===== src/rtl/prod_accum.sv =====
// Dot-product accumulator that sits behind the shift-add multiplier: it sums len products,
// one per Done pulse, and presents the sum on a valid/ready result port with overflow and drop flags.
module prod_accum #(
    parameter int ACC_W = 12,
    parameter int CNT_W = 4
) (
    input  logic             clk,
    input  logic             rst_n,
    input  logic             start,
    input  logic [CNT_W-1:0] len,
    input  logic             prod_done,
    input  logic [7:0]       prod,
    output logic             busy,
    output logic             res_valid,
    input  logic             res_ready,
    output logic [ACC_W-1:0] res,
    output logic             res_ovf,
    output logic             err_drop
);

    typedef enum logic [1:0] {
        IDLE  = 2'd0,
        ACCUM = 2'd1,
        HOLD  = 2'd2
    } state_t;

    // Result handshake: res/res_ovf are stable while res_valid=1; a transfer happens on
    // any posedge where res_valid and res_ready are both 1, and res_valid drops the next cycle.
    state_t           state, state_next;
    logic [ACC_W-1:0] sum, sum_next;
    logic [CNT_W-1:0] remaining, remaining_next;
    logic             ovf_next;
    logic             drop_next;
    logic [ACC_W:0]   sum_ext;

    // One extra bit so the carry out of the running sum is visible as overflow.
    assign sum_ext = {1'b0, sum} + {{(ACC_W - 7){1'b0}}, prod};

    always_comb begin
        state_next     = state;
        sum_next       = sum;
        remaining_next = remaining;
        ovf_next       = res_ovf;
        drop_next      = err_drop;
        case (state)
            IDLE: begin
                if (start) begin
                    // An accepted start clears the drop flag even if a stray product arrives with it.
                    sum_next       = '0;
                    ovf_next       = 1'b0;
                    drop_next      = 1'b0;
                    remaining_next = len;
                    state_next     = (len == '0) ? HOLD : ACCUM;
                end else if (prod_done) begin
                    drop_next = 1'b1;
                end
            end
            ACCUM: begin
                if (prod_done) begin
                    sum_next       = sum_ext[ACC_W-1:0];
                    remaining_next = remaining - 1'b1;
                    if (sum_ext[ACC_W]) begin
                        ovf_next = 1'b1;
                    end
                    if (remaining == CNT_W'(1)) begin
                        state_next = HOLD;
                    end
                end
            end
            HOLD: begin
                if (prod_done) begin
                    drop_next = 1'b1;
                end
                if (res_ready) begin
                    state_next = IDLE;
                end
            end
            default: begin
                state_next = IDLE;
            end
        endcase
    end

    always_ff @(posedge clk) begin
        if (!rst_n) begin
            state     <= IDLE;
            sum       <= '0;
            remaining <= '0;
            res_ovf   <= 1'b0;
            err_drop  <= 1'b0;
        end else begin
            state     <= state_next;
            sum       <= sum_next;
            remaining <= remaining_next;
            res_ovf   <= ovf_next;
            err_drop  <= drop_next;
        end
    end

    assign busy      = (state != IDLE);
    assign res_valid = (state == HOLD);
    assign res       = sum;

endmodule


===== config.mk =====
export PLATFORM = sky130hd
export DESIGN_NAME = prod_accum
export DESIGN_NICKNAME = d
export VERILOG_FILES = /design/src/rtl/prod_accum.sv
export SDC_FILE = /design/constraint.sdc
export NUM_CORES = 1
export LEC_CHECK = 0
export ABC_AREA = 1
export BUFFER_PORTS_ARGS = -buffer_cell sky130_fd_sc_hd__buf_2
export CORE_MARGIN = 2
export CORE_UTILIZATION = 48
export CTS_CLUSTER_SIZE = 14
export DETAILED_ROUTE_END_ITERATION = 10
export PLACE_DENSITY = 0.71
export SYNTH_ARGS = -nofsm -noshare
export SYNTH_HDL_FRONTEND = slang
export SYNTH_SLANG_ARGS = --single-unit

===== constraint.sdc =====
create_clock -name clk -period 2.2 [get_ports clk]
set_clock_uncertainty 0.2 [all_clocks]
set_input_delay 0.11 -clock clk [delete_from_list [all_inputs] [get_ports clk]]
set_output_delay 0.11 -clock clk [all_outputs]
set_load 0.005 [all_outputs]

==> flow_summary.json <==
{
  "status": "finished with violations",
  "violations": "hold timing",
  "drive_above_1_share_pct": 20.32,
  "syn_to_final_growth_pct": 27.96,
  "ys_ff_latch": 20,
  "n_antenna_cell": 0,
  "async_flop_share_pct": 0,
  "synth_xor_area_share_pct": 1.305,
  "timing.critical_path.arrival_ns": 2.04,
  "slew_headroom_pct": 74.31,
  "setup_tns_ns": 0,
  "htreeDepth": 1,
  "min_period_ns": 2.024,
  "ys.flop_type": "dfxtp_1",
  "min_to": "state[1]",
  "r2r_cells": 6,
  "wl_per_cell_um": 10.51,
  "num_rows": 19,
  "synthCells": 203,
  "vdd_ir_drop_max_mv": 0.6093,
  "synth_edf_count": 0,
  "cts_root_buf": "clkbuf_4",
  "drc": 0,
  "clock-sinks": 20,
  "yosysSeqAreaShare_pct": 29.82,
  "worstMarginPinSlew_ns": 0.3814,
  "fmax_mhz": 494.1,
  "netlist_area_um2": 1343,
  "drtIter0Drc": 55,
  "portBuffers": 32,
  "met3_wirelength_um": 79,
  "dp_hpwl_um": 2148,
  "dr.max_layer_used": "met4",
  "yosys_warnings": 0,
  "syn-num-nets": 231,
  "gp_congestion": 0.8293,
  "power_density_nw_per_um2": 808.3,
  "cts_buffer_depth": 2,
  "vias_per_cell": 4.904,
  "grt_usage_pct": 20.29,
  "antenna_found_initial": 0,
  "reg2reg_from": "state[0]",
  "finalMaxSlewViolations": 0,
  "numCtsBuffers": 3,
  "rrSetupSlack_ns": 0.19,
  "synth_compound_area_share_pct": 14.07,
  "min_path_type": "primary input to register",
  "wirelength_met1_um": 1465,
  "vias": 1383,
  "grt-ovfl-total": 0,
  "wl_met2_um": 1399,
  "path_max_fanout": 4,
  "yosys.area_share.simple_pct": 35.79,
  "r2r-end": "state[0]",
  "synthAdderAreaFrac_pct": 10.81,
  "cts_tree": "built",
  "nNetsFinal": 280,
  "start_util_pct": 49.54,
  "setup_viol": 0,
  "leakage_nw": 0.8781,
  "rsz0062_at_grt": "false",
  "hold_slack_ns": -0.03313,
  "min-delay-start": "len[0]",
  "drv_cap": 0,
  "wl_um": 2965,
  "core_area_um2": 2710,
  "clk_latency_ns": 0.31,
  "grt_pass1_wl_um": 5306,
  "syn_avg_cell_area_um2": 6.613,
  "drtPass1Iterations": 4,
  "dieArea_um2": 3236,
  "hold_viol": 1,
  "io_pins": 33,
  "die_h_um": 56.89,
  "fp.dieW_um": 56.89,
  "post-route-period-util_pct": 92.00,
  "ant_nets": 0,
  "startpoint_type": "primary input",
  "fillCellCount": 275,
  "synth.distinct_cells": 28,
  "grt_pass1_vias": 1285,
  "grt_max_degree": 18,
  "synth_top_family_by_area": "simple AND/OR/NAND/NOR gates",
  "crit_type": "primary input to register",
  "worstHoldPathCells": 6,
  "synth.mux.area_fraction_pct": 0,
  "end_kind": "register",
  "clkTransAtPathRegs_ns": 0.12,
  "cp.required_ns": 2.22
}
## per-layer routing
metal  GRT usage (%)  vias up
li1                -      751
met3           2.304        2
met4           6.977        0
met1           24.96      611
met5               0        -
met2           36.12       19
## logic make-up (layout without fill, tap and decap cells)
logic type,Yosys count,in the layout
AOI/OAI and AO/OA,33,33
adders and majority gates,11,11
xor gates and xnor gates,2,2
buffers and inverters,27,75
and+or+nand+nor,110,110
DFF,20,20
## per-stage QoR
step	util (%)	cell area [um^2]	power [mW]	std cells	setup slack (ns)
floorplan	-	1343	0.8934	203	0.3756
global placement	56.56	1533	1.023	265	0.3087
detailed placement	56.56	1533	1.024	265	0.2611
CTS	62.56	1695	1.362	280	0.02320
global route	63.39	1718	1.512	282	0.03171
finish	63.39	1718	1.389	282	0.1759
## report_power, final
group          internal (mW)  switching (mW)  total (mW)
sequential             0.421          0.0438       0.465
combinational          0.264           0.355       0.619
clock                  0.184           0.120       0.304
## registers in the layout, indices dropped and copies added, names as in the netlist
name / cells
state: 2
remaining: 4
err_drop: 1
res_ovf: 1
res: 12
## cells in the mapped netlist (2+ instances only)
| cell type | instances | area share (%) |
|---|---|---|
| inv_1 | 23 | 6.4 |
| dfxtp_1 | 20 | 30 |
| and2_1 | 2 | 0.93 |
| nor2_2 | 2 | 0.93 |
| a21oi_1 | 21 | 7.8 |
| ha_1 | 10 | 9.3 |
| nor3_1 | 2 | 0.75 |
| nor2_1 | 19 | 5.3 |
| xor2_1 | 2 | 1.3 |
| o21ai_0 | 6 | 2.2 |
| nand3_1 | 16 | 6.0 |
| nand2_1 | 59 | 16 |
| or2_0 | 3 | 1.4 |
| nand3b_1 | 4 | 2.2 |
## how the worst max path moves through the flow
stage                     depth (start not counted)    start  endpoint  slack, ns
after detailed placement                         11   res[0]   res[10]       0.26
after CTS                                         8   len[3]  state[0]       0.02
after global routing                             13  prod[0]   res[10]       0.03
after floorplan                                  11   res[0]   res[10]       0.38
after global placement                           11   res[0]   res[10]       0.31
final                                            13  prod[0]   res[10]       0.18
## final cells by class
cell class              count  area (um^2)  area share, %
multi-input cells         156        842.1          49.02
inverters                  25        93.84          5.462
flip-flops and latches     20        400.4          23.31
clock buffers               3        22.52          1.311
clock inverters             1        30.03          1.748
repair buffers             46        290.3          16.90
well taps                  31        38.79          2.258
## cell usage in the layout (no fill, tap or decap)
cell           instances
nand2_4                1
nor3_1                 1
fa_2                   1
o211ai_1               1
dfxtp_1               20
nor2_1                18
nand2_1               59
buf_4                  4
o21a_1                 1
clkbuf_4               3
xor2_1                 2
inv_1                 23
clkinv_1               1
o21ai_4                1
nor2_2                 3
nand3_1               16
a21oi_1               21
buf_2                 32
nor3_2                 1
or2_0                  3
or2_2                  1
a21oi_2                1
a21boi_0               1
and2_1                 2
a31oi_1                1
o21ai_0                6
ha_1                  10
nand2_2                1
nand3b_1               4
inv_2                  1
bufinv_16              1
dlygate4sd3_1         10
## what timing repair did
| action | CTS | global route |
|---|---|---|
| setup buffers | 0 | 3 |
| hold buffers | 11 | 0 |
| resized for setup | 0 | 3 |
| hold endpoints to repair | 10 | 0 |
| endpoints found under the setup margin | 0 | 2 |
## critical path, stage by stage
cell and delay (ns):
dlygate4sd3_1 0.53, buf_2 0.12, ha_1 0.24, fa_2 0.35, nand2_1 0.08, nand2_1 0.07
and2_1 0.15, nand2_1 0.06, nand2_1 0.10, nand2_1 0.10, nand2_1 0.05, nand2_1 0.05
nor2_1 0.03
Power figures use the tool's default switching activity.
